===== src/rtl/chip8_mem_arbiter.sv =====
// chip8_mem_arbiter
// Shares the single-port CHIP-8 main RAM between the CPU (read/write) and
// the VGA pixel generator (read-only framebuffer fetch). Video has fixed
// priority, but a streak counter limits it to MAX_VID_STREAK consecutive
// grants while the CPU is waiting. At most one access is issued per cycle.
// Read data comes back two cycles after the grant cycle. A two-stage owner
// tag pipeline routes it to the requester that issued the read.
//
// Optional feature: define CHIP8_WP_EN to write-protect 0x000-0x1FF.
// A protected CPU write is still granted, but ram_we stays low and
// wp_violation pulses together with cpu_gnt.

module chip8_mem_arbiter #(
    parameter int ADDR_W         = 12,
    parameter int DATA_W         = 8,
    parameter int MAX_VID_STREAK = 4
) (
    input  logic              clk,
    input  logic              reset,
    input  logic              cpu_req,
    input  logic              cpu_we,
    input  logic [ADDR_W-1:0] cpu_addr,
    input  logic [DATA_W-1:0] cpu_wdata,
    output logic              cpu_gnt,
    output logic              cpu_rvalid,
    output logic [DATA_W-1:0] cpu_rdata,
    input  logic              vid_req,
    input  logic [ADDR_W-1:0] vid_addr,
    output logic              vid_gnt,
    output logic              vid_rvalid,
    output logic [DATA_W-1:0] vid_rdata,
    output logic [ADDR_W-1:0] ram_addr,
    output logic              ram_we,
    output logic [DATA_W-1:0] ram_d,
    input  logic [DATA_W-1:0] ram_q
`ifdef CHIP8_WP_EN
    ,
    output logic              wp_violation
`endif
);

    typedef enum logic [1:0] {
        TAG_NONE = 2'd0,
        TAG_CPU  = 2'd1,
        TAG_VID  = 2'd2
    } owner_tag_t;

    logic [3:0] streak;
    logic       vid_wins;
    logic       cpu_wins;
    logic       cpu_write_ok;
    logic       cpu_wp_hit;
    owner_tag_t tag_issue;
    owner_tag_t tag_ram;

    // Pick this cycle's winner and decide whether a CPU write may reach the RAM
    always_comb begin
        vid_wins = vid_req && (!cpu_req || (streak < 4'(MAX_VID_STREAK)));
        cpu_wins = cpu_req && !vid_wins;
`ifdef CHIP8_WP_EN
        cpu_wp_hit = cpu_we && (cpu_addr < ADDR_W'('h200));
`else
        cpu_wp_hit = 1'b0;
`endif
        cpu_write_ok = cpu_we && !cpu_wp_hit;
    end

    // Register the winner's access onto the RAM port and raise its grant
    always_ff @(posedge clk or negedge reset) begin
        if (!reset) begin
            ram_addr  <= '0;
            ram_we    <= 1'b0;
            ram_d     <= '0;
            cpu_gnt   <= 1'b0;
            vid_gnt   <= 1'b0;
            tag_issue <= TAG_NONE;
        end else begin
            cpu_gnt <= cpu_wins;
            vid_gnt <= vid_wins;
            ram_we  <= cpu_wins && cpu_write_ok;
            if (vid_wins) begin
                ram_addr  <= vid_addr;
                tag_issue <= TAG_VID;
            end else if (cpu_wins) begin
                ram_addr  <= cpu_addr;
                ram_d     <= cpu_wdata;
                tag_issue <= cpu_we ? TAG_NONE : TAG_CPU;
            end else begin
                tag_issue <= TAG_NONE;
            end
        end
    end

`ifdef CHIP8_WP_EN
    // Flag a blocked write to the protected interpreter/font area
    always_ff @(posedge clk or negedge reset) begin
        if (!reset) begin
            wp_violation <= 1'b0;
        end else begin
            wp_violation <= cpu_wins && cpu_wp_hit;
        end
    end
`endif

    // Count back-to-back video grants while the CPU waits, saturating at the limit
    always_ff @(posedge clk or negedge reset) begin
        if (!reset) begin
            streak <= 4'd0;
        end else if (!cpu_req || cpu_wins) begin
            streak <= 4'd0;
        end else if (vid_wins && (streak < 4'(MAX_VID_STREAK))) begin
            streak <= streak + 4'd1;
        end
    end

    // Follow each read through the RAM and hand its data to the owner
    always_ff @(posedge clk or negedge reset) begin
        if (!reset) begin
            tag_ram    <= TAG_NONE;
            cpu_rvalid <= 1'b0;
            vid_rvalid <= 1'b0;
            cpu_rdata  <= '0;
            vid_rdata  <= '0;
        end else begin
            tag_ram    <= tag_issue;
            cpu_rvalid <= (tag_ram == TAG_CPU);
            vid_rvalid <= (tag_ram == TAG_VID);
            if (tag_ram == TAG_CPU) begin
                cpu_rdata <= ram_q;
            end
            if (tag_ram == TAG_VID) begin
                vid_rdata <= ram_q;
            end
        end
    end

endmodule


===== config.mk =====
export PLATFORM = sky130hd
export DESIGN_NAME = chip8_mem_arbiter
export DESIGN_NICKNAME = d
export VERILOG_FILES = /design/src/rtl/chip8_mem_arbiter.sv
export SDC_FILE = /design/constraint.sdc
export NUM_CORES = 1
export LEC_CHECK = 0
export CAP_MARGIN = 20
export CORE_MARGIN = 3
export CORE_UTILIZATION = 43
export CTS_CLUSTER_SIZE = 24
export DETAILED_ROUTE_END_ITERATION = 16
export GPL_TIMING_DRIVEN = 0
export PLACE_DENSITY = 0.83
export RECOVER_POWER = 100
export SETUP_SLACK_MARGIN = 0.15
export SLEW_MARGIN = 20
export SYNTH_ARGS = -nofsm -noshare
export SYNTH_HDL_FRONTEND = slang
export SYNTH_SLANG_ARGS = --single-unit

===== constraint.sdc =====
create_clock -name clk -period 2.1 [get_ports clk]
set_input_delay 0.21 -clock clk [delete_from_list [all_inputs] [get_ports clk]]
set_output_delay 0.21 -clock clk [all_outputs]
set_load 0.01 [all_outputs]

==> out/qor.yml, run 1 <==
run_status: "complete, no violations"
critPathTopFamily: "buffers and inverters"
clockBufferDepth: 2
synthAdderAreaFrac_pct: 0.682
syn_to_final_growth_pct: 57.5
clock-skew-final_ns: 0.00685
place_congestion: 0.787
synth.top_cells.by_count: "dfrtp_1 (48), mux2_2 (24), and2_1 (14)"
worstSkewPairLatency_ns: 0.30
h-tree-depth: 2
relSlewSlack_pct: 30.7
holdPathEnd: "tag_ram[0]"
die_y_um: 71.3
post-synth-top-count-cell: "dfrtp_1"
critPathMaxFanout: 10
leakage_nw: 1.27
cp_data_required_time_ns: 2.28
pin_count: 86
r2r-end: "ram_addr[4]"
cts_sinks: 48
final_hold_viol_count: 0
synth.area.mux_share_pct: 14.7
grtUsageTotal_pct: 18.0
drt-total-wl_um: 4200
synthTopCellsByArea: "dfrtp_1 (65%), mux2_2 (15%), and2_1 (4.8%)"
fin_cells: 263
rows: 23
netlist.area_leader.share_pct: 65.4
clk_pin_slew_worst_paths_ns: 0.08
antenna_found_initial: 0
grt_pass1_wl_um: 7000
drtPass1Iterations: 4
synth_top_family_by_area: "multiplexers"
irDropWorstVdd_mv: 0.566
startpoint_type: "input port"
path_class: "in -> reg"
rsz0062_at_grt: "no"
cts_tree: "done"
coreArea_um2: 4060
synth_edf_count: 0
path_cells: "dlygate4sd3_1 > o21ai_0 > and2_0 > clkbuf_1 > buf_8 > a221o_1"
synth_seq_area_share_pct: 65.4
slowest_stage: "dlygate4sd3_1"
worstMarginPinSlew_ns: 1.04
critPathCaptureType: "flop"
syn-num-nets: 165
design_area_um2: 2890
floorplan.initialDensity_pct: 45.2
r2r_setup_slack_ns: 0.63
post-synth-top-area-cell: "dfrtp_1"
finish.utilization_pct: 71.2
synth_async_sr_flop_share_pct: 100
path_buf_inv: 3
cts_buffers: 5
first_global_vias: 1464
synth_cell_types: 21
placed_cells: 255
netlist_instances: 119
drive_above_1_share_pct: 20.7
syn_area_um2: 1840
min_period_ns: 1.56
max-cap-violations: 0
slowest_delay_ns: 0.60
hpwl_um: 3230
period_share_pct: 74.4
drc: 0
p_per_area_nw_per_um2: 817
max_freq_ghz: 0.640
die_width_um: 71.3
rr_startpoint: "streak[2]"
vias: 1300
synth_ff_type: "dfrtp_1"
hp-start: "tag_issue[0]"
grt.overflow.total: 0
yosys_warnings: 0
grt_max_degree: 32
reg2reg_depth: 4
syn_avg_cell_area_um2: 15.4
drtIter0Drc: 27
synthXorXnorAreaFrac_pct: 0.477
setup_viol: 0
dpl-instance-area_um2: 2760
fin_nets: 259
min_path_cells: 0
avgRoutedWirePerCell_um: 16.0
min_path_type: "reg -> reg"
ant_nets: 0
ys_ff_latch: 48
synth-compound-area-share_pct: 7.84
slew_viol_final: 0
cts_setup_buffers: 0
die_area_um2: 5090
antenna_cells: 0
cp.arrival_ns: 1.75
io_buffer_count: 85
via_per_inst: 4.94
root_buffer: "clkbuf_8"
synth_simple_gate_area_share_pct: 7.57
-- power breakdown --
group | internal, mW | switching [mW]
logic | 0.318 | 0.193
registers | 1.04 | 0.0525
clock network | 0.468 | 0.292
total | 1.82 | 0.537
-- repair_timing --
action / 4_1_cts / 5_1_grt
resized for setup: 0 / 0
endpoints found under the hold margin: 17 / 0
hold buffers: 1 / 0
endpoints found under the setup margin: 0 / 0
-- sequential cells by signal, summed over array words and instances (netlist names) --
register and count:
cpu_rvalid 1, cpu_rdata 8, ram_addr 12, vid_rdata 8, streak 4, ram_we 1
tag_ram 2, vid_rvalid 1, cpu_gnt 1, ram_d 8, tag_issue 2
-- stage by stage --
| step | worst slack [ns] | hold WS, ns | total power, mW | TNS (ns) |
|---|---|---|---|---|
| 2_1_floorplan | 0.839 | -0.0856 | 1.31 | 0 |
| 3_3_place_gp | -0.346 | 0.341 | 1.65 | -16.54 |
| 3_5_place_dp | 0.321 | 0.171 | 1.68 | 0 |
| 4_1_cts | 0.646 | 0.367 | 2.44 | 0 |
| 5_1_grt | 0.446 | 0.381 | 2.47 | 0 |
| 6_report | 0.537 | 0.361 | 2.36 | 0 |
-- final cells by class --
| type | instances | area (um^2) |
|---|---|---|
| tap | 50 | 62.6 |
| timing repair buffer | 87 | 875 |
| fill | 264 | 1170 |
| sequential | 48 | 1200 |
| clock buffer | 5 | 68.8 |
| inverter | 1 | 3.75 |
| buffer | 7 | 41.3 |
| clock inverter | 2 | 60.1 |
| multi-input combinational | 63 | 578 |
-- worst reg2reg max path: stages (launching register included) --
cell and delay [ns]:
dfrtp_1 0.42, nor2_1 0.13, a21boi_2 0.11, clkbuf_1 0.25, a221o_2 0.44
-- routing by layer --
layer	track usage, %	wire [um]	vias up
met4	5.01	29	0
met2	29.8	2160	60
met1	22.1	1640	626
met5	0	0	-
li1	-	-	611
met3	6.87	371	3
-- cells in the final DEF, fill, tap and decap left out, drive strengths merged --
cell type	instances
and2	14
bufinv	2
a21boi	1
mux2	24
nor2b	2
inv	1
nand2b	1
and3	2
nor2	2
conb	1
xor2	1
dfrtp	48
dlygate4sd3	43
buf	3
ha	1
o21ai	1
clkbuf	11
a221o	12
clkdlybuf4s50	42
and3b	1
-- worst max path at each step --
stage	slack, ns	cells after the start	start	endpoint
2_1_floorplan	0.84	4	streak[2]	ram_d[2]
3_3_place_gp	-0.35	1	reset	ram_d[1]
3_5_place_dp	0.32	4	cpu_req	ram_d[3]
4_1_cts	0.65	4	cpu_req	ram_d[3]
5_1_grt	0.45	4	cpu_req	ram_addr[9]
6_report	0.54	6	cpu_req	ram_addr[9]
-- logic make-up after synthesis --
group	after synthesis
AOI/OAI and AO/OA	14
xor gates and xnor gates	1
adders and majority gates	1
buffers and inverters	8
DFF	48
muxes	24
other	1
and+or+nand+nor	22
Power figures use the tool's default switching activity.
==> run 2, diff against run 1 <==
CORE_UTILIZATION = 40   (was 43)
PLACE_DENSITY = 0.78   (was 0.83)
clock period = 1.5 ns   (was 2.1 ns; I/O delays follow)
==> run 2 against run 1 <==
Effect of this change:
- cell area down 0.22%
- sequential cell count unchanged
- clock skew down 0.0011 ns
- count of clock-buffer cells in the layout up 1
- die area up 6.9%
- power up 36%
- worst hold slack worse by 0.11 ns
- cell count up 1.9%
- non-clock buffer count up 2
- critical endpoint is now cpu_rvalid
- highest routed layer unchanged
==> out/qor.yml, run 2 (synthesis results as in run 1) <==
worstMarginPinSlew_ns: 0.775
cts_tree: "done"
run_status: "complete, no violations"
h-tree-depth: 2
critPathTopFamily: "buffers and inverters"
cp.arrival_ns: 1.24
pin_count: 86
first_global_vias: 1478
drt-total-wl_um: 4300
floorplan.initialDensity_pct: 41.9
antenna_cells: 0
vias: 1352
placed_cells: 257
largest_reg_flops: 12
leakage_nw: 1.30
avgRoutedWirePerCell_um: 16.1
die_width_um: 73.7
period_share_pct: 92.9
min_path_type: "in -> reg"
clock-skew-final_ns: 0.00574
cts_buffers: 5
slew_viol_final: 0
drive_above_1_share_pct: 23.1
final_cell_mix: "dfrtp_1 (48), clkdlybuf4s50_1 (42), mux2_2 (24)"
min_period_ns: 1.39
max_freq_ghz: 0.718
syn_to_final_growth_pct: 57.1
final_hold_viol_count: 0
drc: 0
relSlewSlack_pct: 48.4
critPathMaxFanout: 1
drtPass1Iterations: 4
setup_viol: 0
slowest_delay_ns: 0.60
cts_sinks: 48
layout_commonest_cell: "dfrtp_1"
rows: 24
whs_ns: 0.253
place_congestion: 0.751
p_per_area_nw_per_um2: 1110
clockBufferDepth: 2
critPathCaptureType: "primary output"
path_buf_inv: 1
max-cap-violations: 0
drtIter0Drc: 42
via_per_inst: 5.04
irDropWorstVdd_mv: 0.704
cp_data_required_time_ns: 1.35
grt_pass1_wl_um: 6930
grt_max_degree: 36
fin_nets: 261
slowest_stage: "dlygate4sd3_1"
io_buffer_count: 85
rsz0062_at_grt: "yes"
hpwl_um: 3320
die_y_um: 73.7
root_buffer: "clkbuf_8"
startpoint_type: "flop"
worstSkewPairLatency_ns: 0.29
fin_cells: 268
path_cells: "dlygate4sd3_1"
clk_pin_slew_worst_paths_ns: 0.09
grt.overflow.total: 0
ant_nets: 0
regMostFlops: "ram_addr"
antenna_found_initial: 0
grtUsageTotal_pct: 16.6
coreArea_um2: 4380
setup_tns_ns: 0
die_area_um2: 5440
path_class: "reg -> out"
-- run 2: routing by layer --
metal | share of wire (%) | vias up | GRT usage [%]
li1 | - | 613 | -
met5 | 0 | - | 0
met2 | 50 | 66 | 27.2
met4 | 1.6 | 0 | 5.63
met3 | 7.7 | 8 | 4.92
met1 | 40 | 665 | 21.0
-- run 2: worst paths after layout --
| kind | from | slack (ns) | cells past startpoint | end |
|---|---|---|---|---|
| min in group asynchronous | reset | 0.44 | 2 | vid_rdata[1] |
| setup reg to reg | streak[2] | 0.12 | 4 | ram_addr[3] |
| setup / recovery | cpu_rvalid | 0.11 | 1 | cpu_rvalid |
| hold / removal | cpu_req | 0.25 | 2 | streak[1] |
| max in group asynchronous | reset | 0.29 | 3 | ram_addr[3] |
| hold reg to reg | tag_issue[0] | 0.37 | 0 | tag_ram[0] |
-- run 2: metrics by stage --
step | util [%] | setup slack (ns) | instance area (um^2) | power, mW
after global placement | 62.8 | -0.911 | 2750 | 2.31
after floorplan | - | 0.239 | 1840 | 1.83
final | 65.8 | 0.106 | 2880 | 3.20
after detailed placement | 63.1 | -0.222 | 2770 | 2.35
after global routing | 65.8 | 0.0617 | 2880 | 3.36
after CTS | 65.9 | 0.148 | 2890 | 3.28
-- run 2: layout make-up --
type	count	area (um^2)
fill	324	1500
sequential	48	1200
multi-input combinational	63	586
timing repair buffer	89	851
buffer	7	56.3
tap	52	65.1
clock buffer	6	82.6
clock inverter	2	38.8
inverter	1	3.75
-- run 2: power breakdown --
part | internal [mW] | switching [mW]
logic | 0.432 | 0.272
clock network | 0.545 | 0.420
registers | 1.45 | 0.0813
total | 2.43 | 0.773
-- run 2: timing repair --
| item | CTS | global route |
|---|---|---|
| setup buffers | 0 | 1 |
| hold buffers | 1 | 0 |
| gates resized for setup | 18 | 30 |
| gates cloned | 0 | 1 |
| setup endpoints to repair | 21 | 40 |
| pin swaps | 0 | 2 |
| hold endpoints to repair | 13 | 0 |
==> run 3, diff against run 2 <==
CORE_ASPECT_RATIO = 1.4   (was unset)
==> run 3 against run 2 <==
Effect of this change:
- power fell by 2.2%
- critical path depth up 3
- sequential cell count stayed put
- routed wire length up 5.6%
- non-clock buffer count fell by 1
- worst hold slack lost 0.013 ns
- utilization up 0.80 points
==> out/qor.yml, run 3 (synthesis results as in run 1) <==
drc: 0
rows: 28
cts_buffers: 5
final_cell_mix: "dfrtp_1 (48), clkdlybuf4s50_1 (43), dlygate4sd2_1 (32)"
critPathCaptureType: "flop"
grt_max_degree: 36
startpoint_type: "flop"
r2r_setup_slack_ns: 0.15
drt-total-wl_um: 4550
whs_ns: 0.240
run_status: "complete, no violations"
h-tree-depth: 2
rsz0062_at_grt: "yes"
worst_slack_ns: 0.148
avgRoutedWirePerCell_um: 16.5
design_area_um2: 2870
pin_count: 86
clockBufferDepth: 2
via_per_inst: 4.79
final_hold_viol_count: 0
worstSkewPairLatency_ns: 0.30
fin_total_pwr_mw: 3.13
min_period_ns: 1.35
first_global_vias: 1553
drtIter0Drc: 26
die_area_um2: 5450
grt_pass1_wl_um: 7710
place_congestion: 0.723
min_path_type: "in -> reg"
root_buffer: "clkbuf_8"
die_y_um: 86.2
drive_above_1_share_pct: 22.8
reg2reg_depth: 4
irDropWorstVdd_mv: 0.602
antenna_found_initial: 0
path_class: "reg -> reg"
io_buffer_count: 85
cp-startpoint: "streak[2]"
syn_to_final_growth_pct: 56.3
die_width_um: 63.3
layout_commonest_cell: "dfrtp_1"
rr_startpoint: "streak[2]"
hpwl_um: 3580
grt.overflow.total: 0
slew_viol_final: 0
r2r-end: "ram_addr[4]"
p_per_area_nw_per_um2: 1090
max_freq_ghz: 0.740
antenna_cells: 0
cp_data_required_time_ns: 1.68
grtUsageTotal_pct: 18.2
setup.worst_path.end: "ram_addr[4]"
cts_tree: "done"
worstMarginPinSlew_ns: 0.794
clock-skew-final_ns: 0.00758
fin_nets: 260
dpl-instance-area_um2: 2780
clk_pin_slew_worst_paths_ns: 0.09
max-cap-violations: 0
setup_tns_ns: 0
setup_viol: 0
floorplan.initialDensity_pct: 42.6
regMostFlops: "ram_addr"
critPathMaxFanout: 10
largest_reg_flops: 12
coreArea_um2: 4310
cts_sinks: 48
post-place-ws_ns: -0.263
cp.arrival_ns: 1.53
relSlewSlack_pct: 47.1
ant_nets: 0
vias: 1316
leakage_nw: 1.31
period_share_pct: 90.1
drtPass1Iterations: 4
==> run 3: cell types whose count changed in the layout (fill, tap and decap cells not counted), sizes merged <==
cell / delta
dlygate4sd3: -2
clkinvlp: +1
clkdlybuf4s50: +1
dlygate4sd2: +16
clkdlybuf4s25: -14
clkbuf: -3
==> run 3: power by group <==
group	internal (mW)	switching (mW)	leakage, nW
registers	1.45	0.0764	0.582
clock network	0.493	0.425	0.0541
logic	0.411	0.274	0.675
total	2.36	0.776	1.31
==> run 3: timing repair <==
action	4_1_cts	5_1_grt
gates resized for setup	32	12
setup endpoints to repair	42	25
pin swaps	1	1
cloned	0	0
hold buffers	1	0
endpoints found under the hold margin	13	0
setup buffers	1	0
==> run 3: metrics by stage <==
| stage | utilization [%] | std cells |
|---|---|---|
| after floorplan | - | 119 |
| after global placement | 64.1 | 264 |
| after detailed placement | 64.4 | 265 |
| after CTS | 66.5 | 275 |
| after global routing | 66.6 | 275 |
| final | 66.6 | 275 |
==> run 3: cell type report <==
cell class / instances / area (um^2)
Sequential cell: 48 / 1200
Tap cell: 60 / 75.1
Fill cell: 354 / 1440
Clock buffer: 5 / 68.8
Timing Repair Buffer: 88 / 841
Inverter: 1 / 3.75
Clock inverter: 3 / 42.5
Multi-Input combinational cell: 63 / 578
Buffer: 7 / 58.8
==> run 3: worst min-delay path by stage <==
| stage | cells after the start | slack, ns | to | from |
|---|---|---|---|---|
| 3_3_place_gp | 0 | 0.34 | tag_ram[0] | tag_issue[0] |
| 4_1_cts | 2 | 0.28 | cpu_rdata[7] | reset |
| 6_report | 2 | 0.24 | streak[2] | cpu_req |
| 3_5_place_dp | 1 | 0.07 | cpu_rdata[7] | reset |
| 5_1_grt | 2 | 0.24 | streak[2] | cpu_req |
| 2_1_floorplan | 0 | -0.15 | cpu_gnt | reset |
==> run 3: worst max-delay path, cell delays in order (launching register included) <==
cell	delay (ns)
dfrtp_1	0.42
nor2_1	0.14
a21boi_2	0.10
clkbuf_4	0.19
a221o_2	0.39
==> run 3: routing by layer <==
layer | vias to the layer above | global-route usage, % | wire, um
met5 | - | 0 | 0
met4 | 0 | 8.25 | 93
met3 | 9 | 3.93 | 297
met2 | 71 | 33.6 | 2490
met1 | 631 | 19.9 | 1670
li1 | 605 | - | -
